File: config.mk
export PLATFORM = sky130hd
export DESIGN_NAME = apb4_reg_bridge
export DESIGN_NICKNAME = d
export VERILOG_FILES = /design/src/rtl/apb4_reg_bridge.sv
export SDC_FILE = /design/constraint.sdc
export NUM_CORES = 1
export LEC_CHECK = 0
export ABC_AREA = 1
export ABC_CLOCK_PERIOD_IN_PS = 1420
export CORE_ASPECT_RATIO = 0.8
export CORE_MARGIN = 2
export CORE_UTILIZATION = 36
export DETAILED_ROUTE_END_ITERATION = 8
export GPL_ROUTABILITY_DRIVEN = 0
export PLACE_DENSITY = 0.85
export SETUP_SLACK_MARGIN = 0.05
export SLEW_MARGIN = 30
export SYNTH_ARGS = -nofsm -noshare
export SYNTH_HDL_FRONTEND = slang
export SYNTH_SLANG_ARGS = --single-unit
File: constraint.sdc
create_clock -name clk -period 1.42 [get_ports clk]
set_input_delay 0.284 -clock clk [delete_from_list [all_inputs] [get_ports clk]]
set_output_delay 0.284 -clock clk [all_outputs]
set_load 0.02 [all_outputs]
File: src/rtl/apb4_reg_bridge.sv
// -----------------------------------------------------------------------------
// apb4_reg_bridge
//
// APB4 completer that turns each APB4 transfer into a single request on a
// simple register bus (the Bus2Reg side). It registers the request, inserts
// APB wait states until the register map answers with bus_ready, and rejects
// addresses that fall outside the register-bus address range.
//
// Optional feature (compile-time macro APB4_REG_BRIDGE_TIMEOUT_EN):
//   When defined, a wait-state counter bounds the time spent waiting for
//   bus_ready. After TIMEOUT_CYCLES wait cycles without a response the transfer
//   is completed with PSLVERR=1 and PRDATA=0. Without the macro no counter is
//   built and the bridge waits indefinitely.
//
// Parameters:
//   DATA_WIDTH     APB and register-bus data width (multiple of 8)
//   ADDR_WIDTH     register-bus address width
//   APB_ADDR_WIDTH PADDR width (>= ADDR_WIDTH)
//   TIMEOUT_CYCLES wait-cycle limit, used only with the timeout feature
//
// Ports:
//   clk, rst           clock, asynchronous active-low reset
//   PSEL .. PPROT      APB4 completer inputs (PPROT is ignored)
//   PREADY, PRDATA,    APB4 completer outputs, all registered
//   PSLVERR
//   bus_req            one-cycle register request pulse
//   bus_req_is_wr      1 = write request
//   bus_addr           register address (low ADDR_WIDTH bits of PADDR)
//   bus_wr_data        write data
//   bus_wr_biten       byte enables (PSTRB for writes, 0 for reads)
//   bus_req_stall_wr   write outstanding, waiting for bus_ready
//   bus_req_stall_rd   read outstanding, waiting for bus_ready
//   bus_ready          register-map completion
//   bus_err            register-map error, sampled with bus_ready
//   bus_rd_data        register-map read data, sampled with bus_ready
//   fsm_state          current FSM state for observation (IDLE=0, REQ=1,
//                      WAIT=2, RESP=3, ERR=4)
//
// Handshake semantics: an APB transfer is accepted only from IDLE on a setup
// phase (PSEL=1, PENABLE=0). Exactly one bus_req pulse is issued per in-range
// transfer and no further request is issued until the register map answers
// with bus_ready (bus_err and bus_rd_data are only meaningful in that cycle).
// PREADY is raised for exactly one cycle, the cycle after bus_ready is
// sampled; bus_ready seen outside REQ/WAIT has no effect.
// -----------------------------------------------------------------------------
module apb4_reg_bridge #(
  parameter int DATA_WIDTH     = 32,
  parameter int ADDR_WIDTH     = 11,
  parameter int APB_ADDR_WIDTH = 32,
  parameter int TIMEOUT_CYCLES = 256
) (
  input  logic                      clk,
  input  logic                      rst,
  // APB4 completer
  input  logic                      PSEL,
  input  logic                      PENABLE,
  input  logic                      PWRITE,
  input  logic [APB_ADDR_WIDTH-1:0] PADDR,
  input  logic [DATA_WIDTH-1:0]     PWDATA,
  input  logic [DATA_WIDTH/8-1:0]   PSTRB,
  input  logic [2:0]                PPROT,
  output logic                      PREADY,
  output logic [DATA_WIDTH-1:0]     PRDATA,
  output logic                      PSLVERR,
  // register bus
  output logic                      bus_req,
  output logic                      bus_req_is_wr,
  output logic [ADDR_WIDTH-1:0]     bus_addr,
  output logic [DATA_WIDTH-1:0]     bus_wr_data,
  output logic [DATA_WIDTH/8-1:0]   bus_wr_biten,
  output logic                      bus_req_stall_wr,
  output logic                      bus_req_stall_rd,
  input  logic                      bus_ready,
  input  logic                      bus_err,
  input  logic [DATA_WIDTH-1:0]     bus_rd_data,
  // observation
  output logic [2:0]                fsm_state
);

  typedef enum logic [2:0] {
    S_IDLE = 3'd0,
    S_REQ  = 3'd1,
    S_WAIT = 3'd2,
    S_RESP = 3'd3,
    S_ERR  = 3'd4
  } state_t;

  state_t state;

  // Set once PSEL has been seen low while the bus side is still busy; the
  // bus handshake is then finished silently, without a PREADY.
  logic psel_lost;

  logic setup_phase;
  logic addr_out_of_range;
  logic abandon;

  assign setup_phase       = PSEL & ~PENABLE;
  // Any set bit above the register-bus address range is an error. Shifting
  // instead of slicing keeps this legal when APB_ADDR_WIDTH == ADDR_WIDTH.
  assign addr_out_of_range = |(PADDR >> ADDR_WIDTH);
  assign abandon           = psel_lost | ~PSEL;

  assign fsm_state = state;

  // PPROT carries no meaning for this register map.
  logic unused_inputs;
  assign unused_inputs = (^PPROT) ^ (TIMEOUT_CYCLES == 0);

`ifdef APB4_REG_BRIDGE_TIMEOUT_EN
  localparam int TMO_CW = $clog2(TIMEOUT_CYCLES + 1);
  localparam logic [TMO_CW-1:0] TMO_LAST = TMO_CW'(TIMEOUT_CYCLES - 1);

  logic [TMO_CW-1:0] tmo_cnt;
  logic              timeout_hit;

  // The counter holds the number of completed wait cycles; the wait cycle
  // that would bring it to TIMEOUT_CYCLES ends the transfer.
  assign timeout_hit = (state == S_WAIT) && (tmo_cnt == TMO_LAST);
`endif

  always_ff @(posedge clk or negedge rst) begin
    if (!rst) begin
      state            <= S_IDLE;
      psel_lost        <= 1'b0;
      PREADY           <= 1'b0;
      PRDATA           <= '0;
      PSLVERR          <= 1'b0;
      bus_req          <= 1'b0;
      bus_req_is_wr    <= 1'b0;
      bus_addr         <= '0;
      bus_wr_data      <= '0;
      bus_wr_biten     <= '0;
      bus_req_stall_wr <= 1'b0;
      bus_req_stall_rd <= 1'b0;
`ifdef APB4_REG_BRIDGE_TIMEOUT_EN
      tmo_cnt          <= '0;
`endif
    end else begin
      // Pulse-style outputs default low; only the transitions below raise them.
      bus_req <= 1'b0;
      PREADY  <= 1'b0;
      PSLVERR <= 1'b0;

      case (state)
        S_IDLE: begin
          psel_lost <= 1'b0;
`ifdef APB4_REG_BRIDGE_TIMEOUT_EN
          tmo_cnt   <= '0;
`endif
          if (setup_phase) begin
            bus_addr      <= PADDR[ADDR_WIDTH-1:0];
            bus_req_is_wr <= PWRITE;
            bus_wr_data   <= PWDATA;
            bus_wr_biten  <= PWRITE ? PSTRB : '0;
            if (addr_out_of_range) begin
              // Rejected without touching the register map.
              state   <= S_ERR;
              PREADY  <= 1'b1;
              PSLVERR <= 1'b1;
              PRDATA  <= '0;
            end else begin
              state   <= S_REQ;
              bus_req <= 1'b1;
            end
          end
        end

        S_REQ, S_WAIT: begin
          psel_lost <= psel_lost | ~PSEL;
          if (bus_ready) begin
            bus_req_stall_wr <= 1'b0;
            bus_req_stall_rd <= 1'b0;
            if (abandon) begin
              state <= S_IDLE;
            end else begin
              state   <= S_RESP;
              PREADY  <= 1'b1;
              PSLVERR <= bus_err;
              PRDATA  <= bus_req_is_wr ? '0 : bus_rd_data;
            end
          end
`ifdef APB4_REG_BRIDGE_TIMEOUT_EN
          else if (timeout_hit) begin
            bus_req_stall_wr <= 1'b0;
            bus_req_stall_rd <= 1'b0;
            tmo_cnt          <= tmo_cnt + TMO_CW'(1);
            if (abandon) begin
              state <= S_IDLE;
            end else begin
              state   <= S_ERR;
              PREADY  <= 1'b1;
              PSLVERR <= 1'b1;
              PRDATA  <= '0;
            end
          end
`endif
          else begin
            // Still outstanding: flag the stall for the request direction.
            state            <= S_WAIT;
            bus_req_stall_wr <= bus_req_is_wr;
            bus_req_stall_rd <= ~bus_req_is_wr;
`ifdef APB4_REG_BRIDGE_TIMEOUT_EN
            if (state == S_WAIT) begin
              tmo_cnt <= tmo_cnt + TMO_CW'(1);
            end
`endif
          end
        end

        S_RESP: begin
          state <= S_IDLE;
        end

        S_ERR: begin
          state <= S_IDLE;
        end

        default: begin
          state <= S_IDLE;
        end
      endcase
    end
  end

endmodule

==> results of run 1 <==
-- per-stage QoR --
stage,area (um^2),power [mW],std cells
2_1_floorplan,3830,3.72,470
3_3_place_gp,6040,4.75,799
3_5_place_dp,6040,4.79,799
5_1_grt,7370,7.79,852
6_report,7370,7.49,852
4_1_cts,7030,7.45,842
-- state kept, by name, summed over array words and instances (netlist names) --
| register | flops |
|---|---|
| PRDATA | 32 |
| PREADY | 1 |
| PSLVERR | 1 |
| bus_addr | 11 |
| bus_req | 1 |
| bus_req_is_wr | 1 |
| bus_req_stall_rd | 1 |
| bus_req_stall_wr | 1 |
| bus_wr_biten | 4 |
| bus_wr_data | 32 |
| fsm_state | 3 |
| psel_lost | 1 |
-- per-layer routing --
layer	up-vias	global-route usage (%)	part of all wire [%]
li1	1927	-	-
met1	1986	27.9	39
met2	171	41.9	52
met3	20	6.10	8.1
met4	0	7.34	1.2
met5	-	0	0
-- layout make-up --
cell class,count,area (um^2)
multi-input combinational,350,1880
sequential,89,2230
fill,777,2910
timing repair buffer,248,2690
clock inverter,5,105
tap,140,175
clock buffer,10,229
inverter,10,61.3
-- kinds of logic after synthesis --
family	share of synthesized area [%]
flip-flops	58.2
AO/OA/AOI/OAI	1.05
AND/OR/NAND/NOR	35.8
buffers and inverters	4.97
-- synth_stat cells, types with 2 or more instances --
library cell  number
o21ai_0            2
a21oi_1            2
or2_1              2
inv_1              7
buf_4              5
nand2_4            2
dfrtp_1           89
clkbuf_1           8
nor2_1            45
buf_2              8
inv_2              2
buf_6              4
nand3_1           37
nand2_1          246
nor2_2             2
-- power by group through the flow --
stage	clock [mW]	sequential (mW)	combinational (mW)
after floorplan	0	3.32	0.395
after global placement	0	2.98	1.77
after detailed placement	0	2.99	1.80
after CTS	2.70	2.95	1.80
after global routing	2.80	2.99	1.99
final	2.68	2.96	1.86
-- final timing paths --
kind / end / slack (ns) / depth (start not counted)
max: PRDATA[21] / -0.1 / 8
min: PRDATA[19] / 0.46 / 2
max reg2reg: PRDATA[21] / -0.1 / 8
min reg2reg: bus_addr[0] / 0.47 / 2
max in group asynchronous: bus_wr_data[18] / 0.45 / 3
min in group clk: bus_addr[0] / 0.47 / 2
-- what timing repair did --
item | CTS | global route
hold endpoints to repair | 26 | 0
cloned | 11 | 9
endpoints found under the setup margin | 172 | 99
pin swaps | 44 | 36
hold buffers | 1 | 0
resized for setup | 198 | 80
buffers inserted | 16 | 5
==> run metrics, run 1 <==
Max stage delay cell, worst path=dfrtp_2; nets@finish=818; Fin Clk Skew=0.00729 ns; CTS Buf Count=9; core area=approximately 10000 um^2; Post-synth EDFFs=0; max incr delay on CP=0.43 ns; commonest cells after routing, fill and taps aside=nand2_1 (201), clkdlybuf4s50_1 (92), dfrtp_1 (87); post-route minimum period=1.52 ns; Boundary Pins=198; Setup CP Type=flip-flop to flip-flop; Post-Syn Area per Cell=8.14 um^2; CTS root buf=clkbuf_16; per-cell routed wire length=roughly 17 um; CP max FO=7; CTS sink cnt=89; Buf/Inv on CP=2; GRT Total Usage=23.4%; row count=33; CTS tree=yes; Sw Ratio=28.4%; Rel. slew slack=73.9%; vias in the first global route=between 4000 and 5000; Crit path arrival time=1.73 ns; Max Freq=between 600 and 700 MHz; synthesized area=between 3000 and 4000 um^2; Peak VDD IR=0.000593 V; Internal Power=5.36 mW; setup TNS=-2.73 ns; clock slew at reported path FFs=approximately 0.070 ns; RSZ-0062 raised after global routing=true; cell taking the most area after synthesis=dfrtp_1; Port Buffers=194; DRT iter0 DRCs=301; H-tree depth=3; Final setup viols=69; status=complete, but fails checks; layout cell share with drive strength beyond 1=a little over a quarter; die footprint=11500 um^2; min-delay worst type=input port to async pin; detailed placement HPWL=8210 um; PnR worst setup slack=-0.0982 ns; Sequential Power Share=about two fifths; Syn Nets=580; part of the power in combinational logic=roughly a quarter; worst skew pair latency=0.33 ns; Final ANT Viol Nets=0; CTS max path bufs=2; chip width=119 um; WL final=14300 um; initial core utilization=37.2%; failing checks=negative setup slack; Distinct cells, synth=24; Finished Core Util=71.7%; Post-route DRC=0; Synth top area share=58.2%; fin crit share=107%; final number of hold-violating endpoints=0; r2r startpoint=fsm_state[1]; max-slew violations=0; crit-path cells=nor2_4, nand2_4, nor2_4, nand2_8, buf_12, buf_12, nand3_2, nand2_1; vias per inst=4.82; Worst EP required=between 1.5 and 2 ns; Worst path top cell family by delay=simple AND/OR/NAND/NOR gates; Synth Flop Type=dfrtp_1; post-synthesis register bit count=89; leakage power=3.86 nW; Seq/Total Area, Yosys=around 58%; main area contributors after synthesis=dfrtp_1 (58%), nand2_1 (24%), nand3_1 (4.8%); DR vias=4104; 1st-pass router iterations=4; crit end category=flip-flop; Area Growth Syn to Fin=92.6%; MaxCap Viol Count=0; gate count of the mapped netlist=470; Psw=2.13 mW; Die Ht=96.2 um; most common cell after layout, fill and taps aside=nand2_1; hold slack final=0.461 ns; Clock power frac=35.7%; pin count of the biggest net entering global routing=35; measured slew at the worst slew-check pin=between 0.3 and 0.4 ns; Worst Setup Start Kind=flip-flop; initial antenna violation count=0; DP Worst Slack=-0.466 ns; YS warnings=0; first-pass GRT wire length=20900 um; gr ovfl total=0; start point of the critical path=fsm_state[1]; n_diodes=0; power density over cell area=1020 nW/um^2; fraction of registers with async set/reset=100%
No activity file was read; power rests on OpenSTA's default activity.
==> inputs of run 2 (changes only) <==
--- a/config.mk
+++ b/config.mk
@@ -12,6 +12,7 @@
 export CORE_UTILIZATION = 36
 export DETAILED_ROUTE_END_ITERATION = 8
 export GPL_ROUTABILITY_DRIVEN = 0
+export MAX_ROUTING_LAYER = met4
 export PLACE_DENSITY = 0.85
 export SETUP_SLACK_MARGIN = 0.05
 export SLEW_MARGIN = 30
==> run 2 against run 1 <==
The flow still finishes with violations (negative setup slack). Core utilization is 0.061 points lower. Worst setup slack hardly changed. Via count is 0.71% higher. Count of clock-buffer cells in the layout stayed put. Final area hardly changed. Sequential share of layout area hardly changed. Sequential cell count stayed put.
==> run metrics, run 2 (synthesized netlist as in run 1, its figures left out) <==
commonest cells after routing, fill and taps aside=nand2_1 (201), clkdlybuf4s50_1 (92), dfrtp_1 (87); Psw=between 2 and 2.5 mW; status=complete, but fails checks; Buf/Inv on CP=2; Boundary Pins=198; Reg area=2230 um^2; Finished Core Util=71.6%; Final setup viols=70; crit-path cells=nor2_4, nand2_4, nor2_4, nand2_8, buf_12, buf_12, nand3_2, nand2_1; Peak VDD IR=0.000592 V; Port Buffers=194; measured slew at the worst slew-check pin=around 0.40 ns; Fin Clk Skew=about 0.0066 ns; core area=10300 um^2; Internal Power=5.36 mW; die footprint=11500 um^2; initial antenna violation count=0; max-slew violations=0; multi-input logic area=1880 um^2; chip width=~120 um; CTS max path bufs=2; vias in the first global route=4163; Worst EP required=1.64 ns; per-cell routed wire length=16.9 um; leakage power=3.86 nW; RSZ-0062 raised after global routing=true; min-delay worst type=input port to async pin; 1st-pass router iterations=4; initial core utilization=37.2%; pin count of the biggest net entering global routing=35; layout cell share with drive strength beyond 1=a little over a quarter; GRT Total Usage=around a quarter; n_diodes=0; CTS sink cnt=89; row count=33; WL final=14400 um; CTS root buf=clkbuf_16; Worst path top cell family by delay=simple AND/OR/NAND/NOR gates; worst skew pair latency=between 0.3 and 0.4 ns; H-tree depth=3; hold slack final=0.445 ns; Sw Ratio=between 20% and 30%; PnR worst setup slack=-0.0983 ns; MaxCap Viol Count=0; fin crit share=107%; Clock power frac=35.7%; Die Ht=a little under 100 um; Worst Setup Start Kind=flip-flop; vias per inst=4.85; DRT iter0 DRCs=between 200 and 300; Sequential Power Share=39.6%; Max Freq=659 MHz; Post-route DRC=0; Largest regs=PRDATA x32, bus_wr_data x32, bus_addr x11; CTS Buf Count=9; CP max FO=7; CTS tree=yes; clock slew at reported path FFs=about 0.070 ns; part of the power in combinational logic=24.8%; gr ovfl total=0; Area Growth Syn to Fin=92.5%; Max stage delay cell, worst path=dfrtp_2; final number of hold-violating endpoints=0; power density over cell area=1020 nW/um^2; Rel. slew slack=between 70 and 80%; Setup CP Type=flip-flop to flip-flop; Crit path arrival time=1.73 ns; nets@finish=roughly 820; Final ANT Viol Nets=0; fill count=771; detailed placement HPWL=8210 um; post-route minimum period=between 1.5 and 2 ns; DR vias=4133; failing checks=negative setup slack; crit end category=flip-flop; max incr delay on CP=0.43 ns; most common cell after layout, fill and taps aside=nand2_1; first-pass GRT wire length=21000 um
-- run 2: changes by cell type in the layout (fill, tap and decap cells not counted) --
cell	previous run	this run
clkdlybuf4s15_1	13	11
clkbuf_2	3	4
dlygate4sd2_1	79	80
-- run 2: area by class of cell --
cell class / instances / area share, %
clock inverter: 5 / 1.43
tap: 140 / 2.38
clock buffer: 10 / 3.11
sequential: 89 / 30.3
inverter: 10 / 0.833
timing repair buffer: 248 / 36.4
multi-input combinational: 350 / 25.6
-- run 2: power by group through the flow --
| stage | clock network (mW) | logic (mW) | registers (mW) |
|---|---|---|---|
| finish | 2.67 | 1.85 | 2.96 |
| global route | 2.81 | 1.99 | 2.99 |
| CTS | 2.70 | 1.80 | 2.95 |
| detailed placement | 0 | 1.80 | 2.99 |
| global placement | 0 | 1.77 | 2.98 |
| floorplan | 0 | 0.395 | 3.32 |
-- run 2: path summary, 6_finish.rpt --
check                      slack, ns               to  cells after the start    startpoint
setup / recovery                -0.1       PRDATA[21]                      8  fsm_state[1]
hold / removal                  0.45       PRDATA[19]                      2           rst
setup reg to reg                -0.1       PRDATA[21]                      8  fsm_state[1]
hold reg to reg                 0.47      bus_addr[5]                      2   bus_addr[5]
max in group asynchronous       0.45  bus_wr_data[18]                      3           rst
min in group clk                0.47      bus_addr[5]                      2   bus_addr[5]
-- run 2: what timing repair did --
item	CTS	global route
setup buffers	16	5
hold buffers	1	0
gates resized for setup	198	80
endpoints found under the hold margin	26	0
pin swaps	44	36
cloned	11	9
setup endpoints to repair	172	99
-- run 2: layer usage --
| metal | track usage (%) | vias to the layer above | share of wire (%) |
|---|---|---|---|
| met5 | - | - | 0 |
| met3 | 5.45 | 21 | 7.3 |
| met4 | 7.34 | 0 | 1.4 |
| met1 | 28.5 | 1992 | 41 |
| met2 | 41.9 | 191 | 50 |
| li1 | - | 1929 | - |
-- run 2: worst reg2reg max path, cell delays in order (launching register included) --
cell and delay (ns):
dfrtp_2 0.43, nor2_4 0.15, nand2_4 0.07, nor2_4 0.19, nand2_8 0.13, buf_12 0.17
buf_12 0.15, nand3_2 0.06, nand2_1 0.06
-- run 2: stage by stage --
stage | power, mW | setup WS (ns) | area, um^2 | setup TNS [ns] | cells
finish | 7.48 | -0.0983 | 7360 | -2.70 | 852
global route | 7.79 | -0.176 | 7360 | -8.95 | 852
CTS | 7.45 | -0.0868 | 7030 | -2.51 | 842
detailed placement | 4.79 | -0.466 | 6040 | -33.44 | 799
global placement | 4.75 | -0.430 | 6040 | -31.49 | 799
floorplan | 3.72 | 0.0187 | 3830 | 0 | 470
==> RTL change 1: new RTL, config.mk and constraints of run 1 <==
Add a define of `APB4_REG_BRIDGE_TIMEOUT_EN`.
--- a/src/rtl/apb4_reg_bridge.sv
+++ b/src/rtl/apb4_reg_bridge.sv
@@ -44,4 +44,6 @@
 // sampled; bus_ready seen outside REQ/WAIT has no effect.
 // -----------------------------------------------------------------------------
+`define APB4_REG_BRIDGE_TIMEOUT_EN
+
 module apb4_reg_bridge #(
   parameter int DATA_WIDTH     = 32,
Function: no difference found for any inputs over 4 cycles, from zero or initial values and one cycle with rst low; that may be too few to reach the edited logic, so the function may still have changed.
==> RTL change 1 against run 1 <==
The run still ends with negative setup slack left; first-iteration DRC count decreased by 26%; critical path depth increased by 3; synthesized area increased by 17%; setup slack got worse by 0.37 ns; die area increased by 16%; highest routed layer unchanged; maximum frequency decreased by 20%; clock skew about the same; via count increased by 20%; critical path type unchanged; wire length increased by 15%; sequential cell count increased by 9; design area increased by 11%.
Power is not compared: it rests on default switching activity, and its combinational part moved more than twofold at a synthesized area within 25%.
==> RTL change 1: results (changes against run 1) <==
run status complete, but fails checks; failing checks negative setup slack; Yosys cell types 26 (+8.3%); dpl ws -0.526 ns (-0.0598 ns); CTS max path bufs 2 (unchanged); post-synth net total 666 (+15%); FF-to-FF End PRDATA[6]; H-tree depth 3 (unchanged); syn_area_per_cell 8.07 um^2 (-0.90%); fraction of registers with async set/reset 100% (unchanged); Post-synth top cells nand2_1 (198), nand3_1 (115), dfrtp_1 (98); Worst Skew 0.00707 ns (-0.000227 ns); setup TNS -19.02 ns (-16.29 ns); Ys Warns 0 (unchanged); first drt pass iteration count 4 (unchanged); first-pass GRT wire length 24.5 mm (+17%); initial antenna violation count 0 (unchanged); post_cts resized 189 (-4.5%); Detailed Place HPWL 9.56 mm (+16%); cts bufs inserted 9 (unchanged); Non-Filler Instances 961 (+13%); Met2 Wirelength 7.85 mm (+5.9%); M1 WL 6.55 mm (+18%); I/O Buffers 194 (unchanged); vias per cell 5.10 (+6.0%); CP max stage cell dfrtp_1; top post-synthesis cells by area dfrtp_1 (55%), nand2_1 (17%), nand3_1 (13%); hold_buf cts 1 (unchanged); Int Pwr roughly 7.1 mW; Antenna Cells 0 (unchanged); clock edge transition at the registers on the reported setup and hold paths 0.07 ns (about the same); DR WL met3 1.54 mm (+33%); WP data arrival 2.17 ns (+0.44 ns); Reg2Reg Depth 11 (+3); post-layout net count 916 (+12%); Setup Viol. Count Final 89 (+29%); Static Leak approximately 4.1 nW; Skew-Pair Late Insertion Delay between 0.3 and 0.4 ns; vias in the first global route 4769 (+14%); CP delay by family, top simple AND/OR/NAND/NOR gates; hold slack 0.384 ns (-0.0770 ns); most common cell in the netlist nand2_1; peak supply drop 1.01 mV; critical path peak fanout 14 (+7); DP Area 6960 um^2 (+15%); Seq/Total Area, Yosys 54.9% (-3.3 points); drt initial violations 222 (-26%); post-CTS setup buffer count 15 (-1); routed wire length 16.4 mm (+15%); worst setup margin -0.470 ns (-0.372 ns); share of cells above drive strength 1 33.3% (+7.0 points); Slew @ Worst Pin 0.384 ns (-0.00677 ns); RR Startpoint tmo_cnt[1]; Tot GR Track Use 23.1% (-0.28 points); CP max stage delay 0.37 ns (-0.06 ns)
==> RTL change 1: cell types whose count changed after synthesis, moves of 4 or more <==
| cell | change |
|---|---|
| nand2_2 | +4 |
| dfrtp_1 | +9 |
| clkbuf_1 | +4 |
| nand3_1 | +78 |
| buf_2 | +9 |
| o21ai_0 | +5 |
| inv_1 | +9 |
| nor2_1 | +9 |
| nand2_1 | -48 |
| buf_6 | -4 |
| a21oi_1 | +5 |
==> RTL change 1: worst max path at each step <==
stage                          start    endpoint  slack, ns  cells past startpoint
after global routing      tmo_cnt[0]  PRDATA[16]      -0.61                     11
after floorplan           tmo_cnt[0]  PRDATA[20]      -0.29                     11
after detailed placement  tmo_cnt[0]   PRDATA[1]      -0.53                     11
after CTS                 tmo_cnt[1]   PRDATA[1]      -0.47                     11
after global placement    tmo_cnt[0]  PRDATA[21]      -0.36                     11
final                     tmo_cnt[1]   PRDATA[6]      -0.47                     11
==> RTL change 1: layer usage <==
layer  vias to the layer above  GRT usage (%)
met1                      2317           29.4
met2                       269           37.3
met3                        44           8.01
met4                         0           6.83
li1                       2275              -
met5                         -              0
==> RTL change 1: logic make-up (layout without fill, tap and decap cells) <==
kind of cell / count (synthesis) / count (layout) / share of synthesized area (%)
AO/OA/AOI/OAI: 16 / 16 / 2.04
adder cells (fa/ha/maj): 2 / 2 / 0.560
buffers and inverters: 55 / 310 / 5.49
flip-flops: 98 / 98 / 54.9
AND/OR/NAND/NOR: 383 / 383 / 37.0
==> RTL change 1: final cells by class <==
class | instances | area [um^2]
clock buffers | 10 | 229
multi-input cells | 401 | 2350
repair buffers | 272 | 2780
fillers | 929 | 3990
inverters | 22 | 100
clock inverters | 6 | 72.6
well taps | 152 | 190
flip-flops and latches | 98 | 2450
==> RTL change 2: new RTL, config.mk and constraints of run 1 <==
Made on the original files. Reset style: synchronous (`rst`), changed in one clocked block. Comments in the files are not updated.
--- a/src/rtl/apb4_reg_bridge.sv
+++ b/src/rtl/apb4_reg_bridge.sv
@@ -120,5 +120,5 @@
 `endif
 
-  always_ff @(posedge clk or negedge rst) begin
+  always_ff @(posedge clk) begin
     if (!rst) begin
       state            <= S_IDLE;
Function: differs if rst is asserted again (counterexample within 4 cycles, from zero or initial values and one cycle with rst low); with rst held inactive, the same outputs for 4 cycles.
==> RTL change 2 against run 1 <==
The run still ends with negative setup slack left; sequential cell count unchanged; wire length down 5.2%; synthesized area is 1.9% higher; synthesized cell count increased by 18%; design area fell by 6.5%; setup slack improved by 0.037 ns; combinational power is 28% lower; sequential power decreased by 8.4%; power fell by 12%; highest routed layer unchanged.
==> RTL change 2: results (changes against run 1) <==
CP max stage cell dfxtp_4; first-pass GRT wire length 20.4 mm (-2.7%); Yosys cell types 20 (-17%); share of cells above drive strength 1 21.8% (-4.5 points); fraction of registers with async set/reset 0% (-100 points); relative slew slack 65.0% (-9.0 points); hold slack 0.434 ns (-0.0272 ns); Fill cells 900 (+16%); setup TNS -2.16 ns (+0.576 ns); Min-Delay Path Class in2reg; cts bufs inserted 9 (unchanged); hold path cells 4; Antenna Cells 0 (unchanged); vias in the first global route 4361 (+4.7%); CTS max path bufs 2 (unchanged); Setup Viol. Count Final 77 (+12%); ys flop type dfxtp_1; Seq/Total Area, Yosys 45.7% (-12 points); largest net degree at the start of global routing 39 (+11%); pwr dens 958 nW/um^2 (-5.8%); failing checks negative setup slack; run status complete, but fails checks; top routing layer in use met4; M1 WL 5.58 mm (+0.29%); Met2 Wirelength 6.86 mm (-7.5%); Ys Warns 0 (unchanged); Hold Startpoint rst; dpl ws -0.508 ns (-0.0420 ns); Detailed Place HPWL 8.75 mm (+6.6%); Tot GR Track Use 21.4% (-2.0 points); CP max stage delay 0.36 ns (-0.07 ns); critical path peak fanout 9 (+2); initial antenna violation count 0 (unchanged); vias per cell 4.86 (+0.82%); WP data arrival 1.70 ns (-0.03 ns); top post-synthesis cells by area dfxtp_1 (46%), nor2_1 (16%), nand2_1 (7.5%); Reg2Reg Depth 7 (-1); drt initial violations 265 (-12%); Largest regs PRDATA: 32 flops, bus_wr_data: 32 flops, bus_addr: 11 flops; RR Startpoint fsm_state[0]; FF-to-FF End PRDATA[24]; DP Area 6050 um^2 (+0.15%); Post-synth top cells nor2_1 (164), dfxtp_1 (89), nand2_1 (78); Hold Path Sink bus_addr[2]; Static Leak 3.40 nW (-12%); Skew-Pair Late Insertion Delay 0.33 ns (about the same); Worst Skew 0.00652 ns (-0.000772 ns); # placed instances 877 (+9.8%); syn_area_per_cell 7.03 um^2 (-14%); post-synth net total 664 (+14%); Non-Filler Instances 911 (+6.9%); post-layout net count 876 (+7.1%); peak supply drop 0.589 mV (-0.69%); DR WL met3 857 um (-26%); worst setup margin -0.0612 ns (+0.0370 ns); CP delay by family, top simple AND/OR/NAND/NOR gates; routed wire length 13.6 mm (-5.2%)
RTL change 2: cell types whose count changed in the layout (fill, tap and decap cells not counted), sizes merged, moves of 30 or more:
cell	change
o21ai	+41
dfxtp	+89
inv	+36
dfrtp	-89
nor2	+119
nand2	-172
a21oi	+42
dlygate4sd2	+30
RTL change 2: layout make-up:
cell class / count / area share [%]
clock buffers: 10 / 3.32
well taps: 140 / 2.54
repair buffers: 240 / 34.4
multi-input cells: 383 / 29.9
clock inverters: 6 / 1.31
inverters: 43 / 2.52
flip-flops and latches: 89 / 26.0
RTL change 2: repair_timing:
item,CTS,global route
endpoints found under the setup margin,173,86
setup buffers,13,1
pin swaps,32,18
gates cloned,3,6
hold endpoints to repair,0,0
resized for setup,145,90
RTL change 2: metal layers:
| layer | track usage, % | vias up |
|---|---|---|
| li1 | - | 2156 |
| met1 | 25.3 | 2089 |
| met2 | 37.9 | 157 |
| met3 | 5.05 | 22 |
| met4 | 7.07 | 0 |
| met5 | 0 | - |
RTL change 2: kinds of logic after synthesis:
logic type / synth area share (%)
buffers and inverters: 10.2
AOI/OAI and AO/OA: 12.4
and+or+nand+nor: 31.7
DFF: 45.7
RTL change 2: worst max path at each step:
stage / startpoint / endpoint / slack [ns] / cells after the start
6_report: fsm_state[0] / PRDATA[24] / -0.06 / 7
5_1_grt: fsm_state[0] / PRDATA[24] / -0.14 / 8
4_1_cts: fsm_state[1] / PRDATA[22] / -0.01 / 9
3_5_place_dp: PADDR[24] / PRDATA[3] / -0.51 / 10
3_3_place_gp: PADDR[11] / PRDATA[20] / -0.45 / 9
2_1_floorplan: fsm_state[1] / PRDATA[19] / 0.02 / 8
RTL change 2: report_power, final:
part | total (mW) | switching (mW) | internal (mW)
clock network | 2.55 | 1.00 | 1.55
registers | 2.71 | 0.0741 | 2.64
logic | 1.33 | 0.684 | 0.646
total | 6.60 | 1.76 | 4.84
RTL change 2: tightest hold or removal path: stages:
cell and delay (ns):
buf_2 0.13, buf_4 0.19, o21ai_0 0.08, nor2_1 0.04
